$ cat src/rtl/alu_sequencer.sv
// Single-issue sequencer: reads two registers, drives an external ALU, captures
// the result into the register file and presents it on a ready/valid channel.
module alu_sequencer #(
    parameter int WIDTH = 3
) (
    input  logic             clk,
    input  logic             rst,
    input  logic             cmd_valid,
    output logic             cmd_ready,
    input  logic [1:0]       cmd_op,
    input  logic [1:0]       cmd_rs1,
    input  logic [1:0]       cmd_rs2,
    input  logic [1:0]       cmd_rd,
    input  logic             cmd_ci,
    input  logic             ld_en,
    input  logic [1:0]       ld_addr,
    input  logic [WIDTH:0]   ld_data,
    output logic [WIDTH:0]   alu_a,
    output logic [WIDTH:0]   alu_b,
    output logic [1:0]       alu_op,
    output logic             alu_ci,
    input  logic [WIDTH:0]   alu_out,
    input  logic             alu_cero,
    output logic             rsp_valid,
    input  logic             rsp_ready,
    output logic [WIDTH:0]   rsp_data,
    output logic             rsp_zero,
    output logic             busy,
    output logic [7:0]       op_count
);

    typedef enum logic [1:0] {IDLE, ISSUE, CAPTURE, RESP} seqStateT;

    seqStateT       state;
    seqStateT       stateNext;
    logic [WIDTH:0] rf [4];
    logic [1:0]     rdLatch;
    logic           accept;

    // Reset is folded into the status outputs so they read inactive while rst is high.
    assign cmd_ready = (state == IDLE) && !rst;
    assign accept    = cmd_valid && cmd_ready;
    assign rsp_valid = (state == RESP) && !rst;
    assign busy      = (state != IDLE) && !rst;

    always_ff @(posedge clk) begin
        if (rst) begin
            state <= IDLE;
        end else begin
            state <= stateNext;
        end
    end

    always_comb begin
        stateNext = state;
        case (state)
            IDLE:    if (accept) stateNext = ISSUE;
            ISSUE:   stateNext = CAPTURE;
            CAPTURE: stateNext = RESP;
            RESP:    if (rsp_ready) stateNext = IDLE;
            default: stateNext = IDLE;
        endcase
    end

    // Operand issue on accept; writeback at the end of CAPTURE. The writeback is
    // placed after the direct load so it wins when both target the same entry.
    always_ff @(posedge clk) begin
        if (rst) begin
            for (int i = 0; i < 4; i++) begin
                rf[i] <= '0;
            end
            alu_a    <= '0;
            alu_b    <= '0;
            alu_op   <= '0;
            alu_ci   <= 1'b0;
            rdLatch  <= '0;
            rsp_data <= '0;
            rsp_zero <= 1'b0;
            op_count <= '0;
        end else begin
            if (ld_en) begin
                rf[ld_addr] <= ld_data;
            end
            if (accept) begin
                alu_a   <= rf[cmd_rs1];
                alu_b   <= rf[cmd_rs2];
                alu_op  <= cmd_op;
                alu_ci  <= cmd_ci;
                rdLatch <= cmd_rd;
            end
            if (state == CAPTURE) begin
                rf[rdLatch] <= alu_out;
                rsp_data    <= alu_out;
                rsp_zero    <= alu_cero;
                op_count    <= op_count + 8'd1;
            end
        end
    end

endmodule

$ cat config.mk
export PLATFORM = sky130hd
export DESIGN_NAME = alu_sequencer
export DESIGN_NICKNAME = d
export VERILOG_FILES = /design/src/rtl/alu_sequencer.sv
export SDC_FILE = /design/constraint.sdc
export NUM_CORES = 1
export LEC_CHECK = 0
export BUFFER_PORTS_ARGS = -buffer_cell sky130_fd_sc_hd__buf_2
export CAP_MARGIN = 20
export CORE_MARGIN = 3
export CORE_UTILIZATION = 50
export CTS_CLUSTER_DIAMETER = 150
export DETAILED_ROUTE_END_ITERATION = 10
export GPL_TIMING_DRIVEN = 0
export PLACE_DENSITY = 0.73
export SYNTH_ARGS = -nofsm -noshare
export SYNTH_HDL_FRONTEND = slang
export SYNTH_SLANG_ARGS = --single-unit
$ cat constraint.sdc
create_clock -name clk -period 3.2 [get_ports clk]
set_input_delay 0.48 -clock clk [delete_from_list [all_inputs] [get_ports clk]]
set_output_delay 0.48 -clock clk [all_outputs]
set_load 0.02 [all_outputs]
# Yosys cells after proc, flatten, opt, wreduce, memory -nomap -nowiden
# Memories as Yosys holds them, arrays and structs flattened. A register that Yosys moved wholly into a read port is not among the register bits.
# Cells that the tools add are included.
# word_totals
regBits	20
mem_bits_rw	16
in_bits	25
n_memories	1
# classes
n_addsub	1
n_eq_ne	5
n_mux	17
reduce_logical	10
# memory_table
memory	depth	word_bits	rd	rd_ports_with_merged_regs	write_ports	line_no	rtl
rf	4	4	2	2	4	36	logic [WIDTH:0] rf [4];
# ops
op	n
1-bit 2-to-1 mux	10
8-bit by 1-bit adder with 8-bit output (second input constant)	1
2-bit 2-to-1 mux	4
4-bit 2-to-1 mux	2
2-bit one-hot mux with 4 select lines	1
4-bit OR reduction	2
2-bit equality test (second input constant)	2
1-bit logical AND	4
2-bit != test (second input constant)	2
2-bit by 1-bit equality test with 1-bit output (second input constant)	1
2-bit zero test	1
2-bit AND reduction	1
2-bit nonzero test	1
1-bit zero test	1

# Logic depth before layout (Yosys ltp)
# depth
depth_word	6
ltp_mapped	7
mapped_depth_nobuf	5

# Worst setup path before layout
# OpenSTA, ideal clock, no wires.
# synth_path
kind	input to output
from	input rst
to	output busy
arrival_time_ns	1.226
setup_slack_ns	1.494
cell_stages	4
n_path_buf	3
path_cell_list	buf_6 clkbuf_1 buf_2 nor2_1
# synth_between
elab_chain_cells	2
# synth_rtl
item	line_no	rtl
start: declaration	7	input logic rst,
1-bit zero test	44	assign busy = (state != IDLE) && !rst;
1-bit logical AND	44	
end: declaration	28	output logic busy,
# Every way passes these cells.

# Worst setup path in the final report
# Ends and elaborated chain as after synthesis.

==> flow_metrics.py <==
metrics = {
    "placed_design": {
        "dp_hpwl_um": 3319,
        "place_congestion": 0.8310,
        "portBuffers": 49,
        "pre_cts_ws_ns": 1.020,
    },
    "setup_path": {
        "crit_top_cell": "buf_2",
        "cp_slowest_cell": "clkbuf_1",
        "worst-setup-path-type": "input port to primary output",
        "reg2reg_depth": 5,
        "cp-startpoint": "rst",
        "cp-endpoint": "busy",
        "critPathTopFamily": "buffers and inverters",
        "crit_required_ns": 2.72,
        "crit_arrival_ns": 1.64,
        "crit_buf_inv": 5,
        "critPathMaxFanout": 10,
        "endpoint_kind": "primary output",
        "reg2reg_to": "rf[3][0]",
        "crit_path_cell_trace": "buf_2, buf_6, clkbuf_1, buf_2, nor2_1, buf_2",
        "reg2reg_from": "state[0]",
        "start_kind": "input port",
        "cp.depth": 6,
        "max_stage_delay_ns": 0.33,
        "reg2reg_setup_slack_ns": 1.35,
    },
    "power_and_ir_drop": {
        "p_seq_share_pct": 46.1,
        "p_leak_nw": 1.042,
        "p_switching_w": 0.0004861,
        "pwr-share-clk_pct": 26.0,
        "power_density_nw_per_um2": 612.7,
        "ir_worst_vdd_mv": 0.4199,
        "intPower_w": 0.001080,
        "combPwrFrac_pct": 28.0,
        "switching_share_pct": 31.03,
    },
    "synthesis": {
        "yosysWarnings": 0,
        "synthDominantCellAreaShare_pct": 26.17,
        "synthCells": 207,
        "ys_types": 32,
        "yosysMostFrequentCell": "nand2_1",
        "yosysTopAreaCell": "dfxtp_1",
        "synth_area_leaders": "dfxtp_1 26%, edfxtp_1 22%, mux4_2 8.4%, nand2_1 6.5%, nand2b_1 4.4%",
        "ys_seq_area_share_pct": 48.60,
        "synth.cells.most_frequent": "37 x nand2_1, 28 x dfxtp_1, 16 x edfxtp_1",
        "postSynthAreaPerCell_um2": 10.35,
        "synth_flop_cell": "dfxtp_1",
        "async_flop_share_pct": 0,
        "synth_edf_count": 16,
        "synth_area_um2": 2142,
        "ys_ff_latch": 44,
        "synthesis.nets": 236,
    },
    "floorplanning": {
        "die_y_um": 71.46,
        "die_area_um2": 5106,
        "rows": 23,
        "core_um2": 4058,
        "pin_count": 52,
        "fp.dieW_um": 71.46,
        "start_util_pct": 52.79,
    },
    "run": {
        "cap_violations": 0,
    },
    "detailed_routing": {
        "drt-vias-per-instance": 5.357,
        "drt-total-wl_um": 4353,
        "drtAntennaViolNets": 0,
        "drcViolationCount": 0,
        "wl_per_cell_um": 13.86,
        "drtIter0Drc": 59,
        "vias": 1682,
        "dr.pass1.iters": 7,
    },
    "grt": {
        "grt_pass1_wl_um": 7251,
        "grt_max_degree": 14,
        "grt-ovfl-total": 0,
        "grt_pass1_vias": 1607,
        "grtUsageTotal_pct": 18.11,
        "antenna_found_initial": 0,
    },
    "finish": {
        "drive_gt1_share_pct": 27.65,
        "antenna_cells": 0,
        "fill_cells": 338,
        "area_growth_pct": 19.33,
        "seq_area_um2": 1041,
        "multi_input_area_um2": 1018,
        "final_nets": 292,
    },
    "cts": {
        "clk_pin_slew_worst_paths_ns": 0.08,
        "clk_latency_ns": 0.29,
        "cts_max_level": 2,
        "numCtsBuffers": 5,
        "hold_buffers": 0,
        "cts.sink_count": 44,
        "clock-root-buffer": "clkbuf_8",
        "cts_setup_buffers": 0,
        "cts_tree": "done",
        "cts_resized": 0,
        "clockBufferDepth": 2,
    },
    "sta": {
        "skew_ns": 0.003332,
        "slew_headroom_pct": 65.35,
        "hold_viol_final": 0,
        "setup_viol": 0,
        "period_share_pct": 66.23,
        "setup_tns_ns": 0,
        "fmax_mhz": 471.8,
        "rsz0062_at_grt": "no",
        "slew_violations": 0,
        "max_slew.worst_pin.slew_ns": 0.5175,
        "period_minus_slack_ns": 2.119,
        "fin_ws_ns": 1.081,
    },
    "min_path": {
        "hp-class": "input port to flip-flop",
    },
    "run_status": {
        "status": "complete, no violations",
    },
}
==> layout make-up <==
type                    count  area share [%]
plain buffers              13           2.643
clock buffers               5           2.692
clock inverters             3           1.468
inverters                   4          0.5874
multi-input cells         146           39.84
flip-flops and latches     44           40.72
well taps                  50           2.447
repair buffers             49           9.594
==> cell families (layout without fill, tap and decap cells) <==
family,count (synthesis),in the layout,synth area share (%)
adders and majority gates,4,4,2.337
DFF,44,44,48.60
muxes,14,14,11.21
and+or+nand+nor,81,81,19.51
xor gates and xnor gates,4,4,1.636
buffers and inverters,17,74,3.855
AOI/OAI and AO/OA,43,43,12.85
==> power by group through the flow <==
stage	clock, W	combinational (W)	sequential (W)
after floorplan	0	0.000262	0.000783
after global placement	0	0.000436	0.000730
after detailed placement	0	0.000441	0.000734
after CTS	0.000417	0.000443	0.000722
after global routing	0.000445	0.000489	0.000733
final	0.000407	0.000438	0.000721
==> worst reg2reg max path, cell delays in order, from the launching register on <==
cell      delay (ns)
dfxtp_1         0.36
inv_1           0.07
ha_1            0.30
and4b_1         0.24
clkbuf_1        0.18
a311o_1         0.45
==> cells in the final DEF (no fill, tap or decap) <==
cell and count:
nor4bb_1 2, clkbuf_8 5, nor4b_4 1, buf_6 1
nor2b_1 3, mux2i_1 6, buf_4 1, nand3_1 3
buf_2 55, nor2_1 12, bufinv_16 1, ha_1 4
a211oi_1 1, inv_1 4, and4b_1 1, nand4_1 2
clkbuf_1 5, and3b_1 1, mux4_2 8, a311o_1 4
o21ai_1 7, o41ai_1 4, nand2_1 37, dfxtp_1 28
o21ai_0 13, nand4_2 1, o31ai_1 8, xnor2_1 1
or3_1 3, a21oi_1 5, clkinv_1 2, xor2_1 3
a21o_1 1, nand2b_1 15, edfxtp_1 16
==> flip-flops by register name, summed over array words and instances, names as in the netlist <==
register,cells
rdLatch,2
alu_ci,1
rsp_data,4
state,2
rsp_zero,1
alu_op,2
alu_b,4
op_count,8
alu_a,4
rf,16
==> per-layer routing <==
metal | global-route usage [%] | routed length, um | vias to the layer above
met5 | 0 | 0 | -
met4 | 8.559 | 59 | 0
met3 | 4.348 | 295 | 5
met2 | 27.96 | 2065 | 56
met1 | 24.07 | 1932 | 762
li1 | - | - | 859
==> per-stage QoR <==
stage          total power, W  hold WS (ns)  cells  util [%]  cell area [um2]
2_1_floorplan        0.001044        0.5101    207         -             2142
4_1_cts              0.001582        0.3763    314     63.00             2556
6_report             0.001566        0.3840    314     63.00             2556
3_5_place_dp         0.001175        0.4507    306     60.38             2450
3_3_place_gp         0.001166        0.4502    306     60.38             2450
5_1_grt              0.001668        0.4010    314     63.00             2556
==> how the worst min path moves through the flow <==
stage | endpoint | slack [ns] | depth (start not counted) | from
after floorplan | state[0] | 0.51 | 2 | state[0]
after global placement | alu_ci | 0.45 | 2 | alu_ci
after detailed placement | alu_b[0] | 0.45 | 2 | alu_b[0]
after CTS | alu_op[0] | 0.38 | 3 | cmd_op[0]
after global routing | alu_ci | 0.40 | 3 | cmd_ci
final | alu_op[0] | 0.38 | 3 | cmd_op[0]
(Power assumes the default switching activity.)
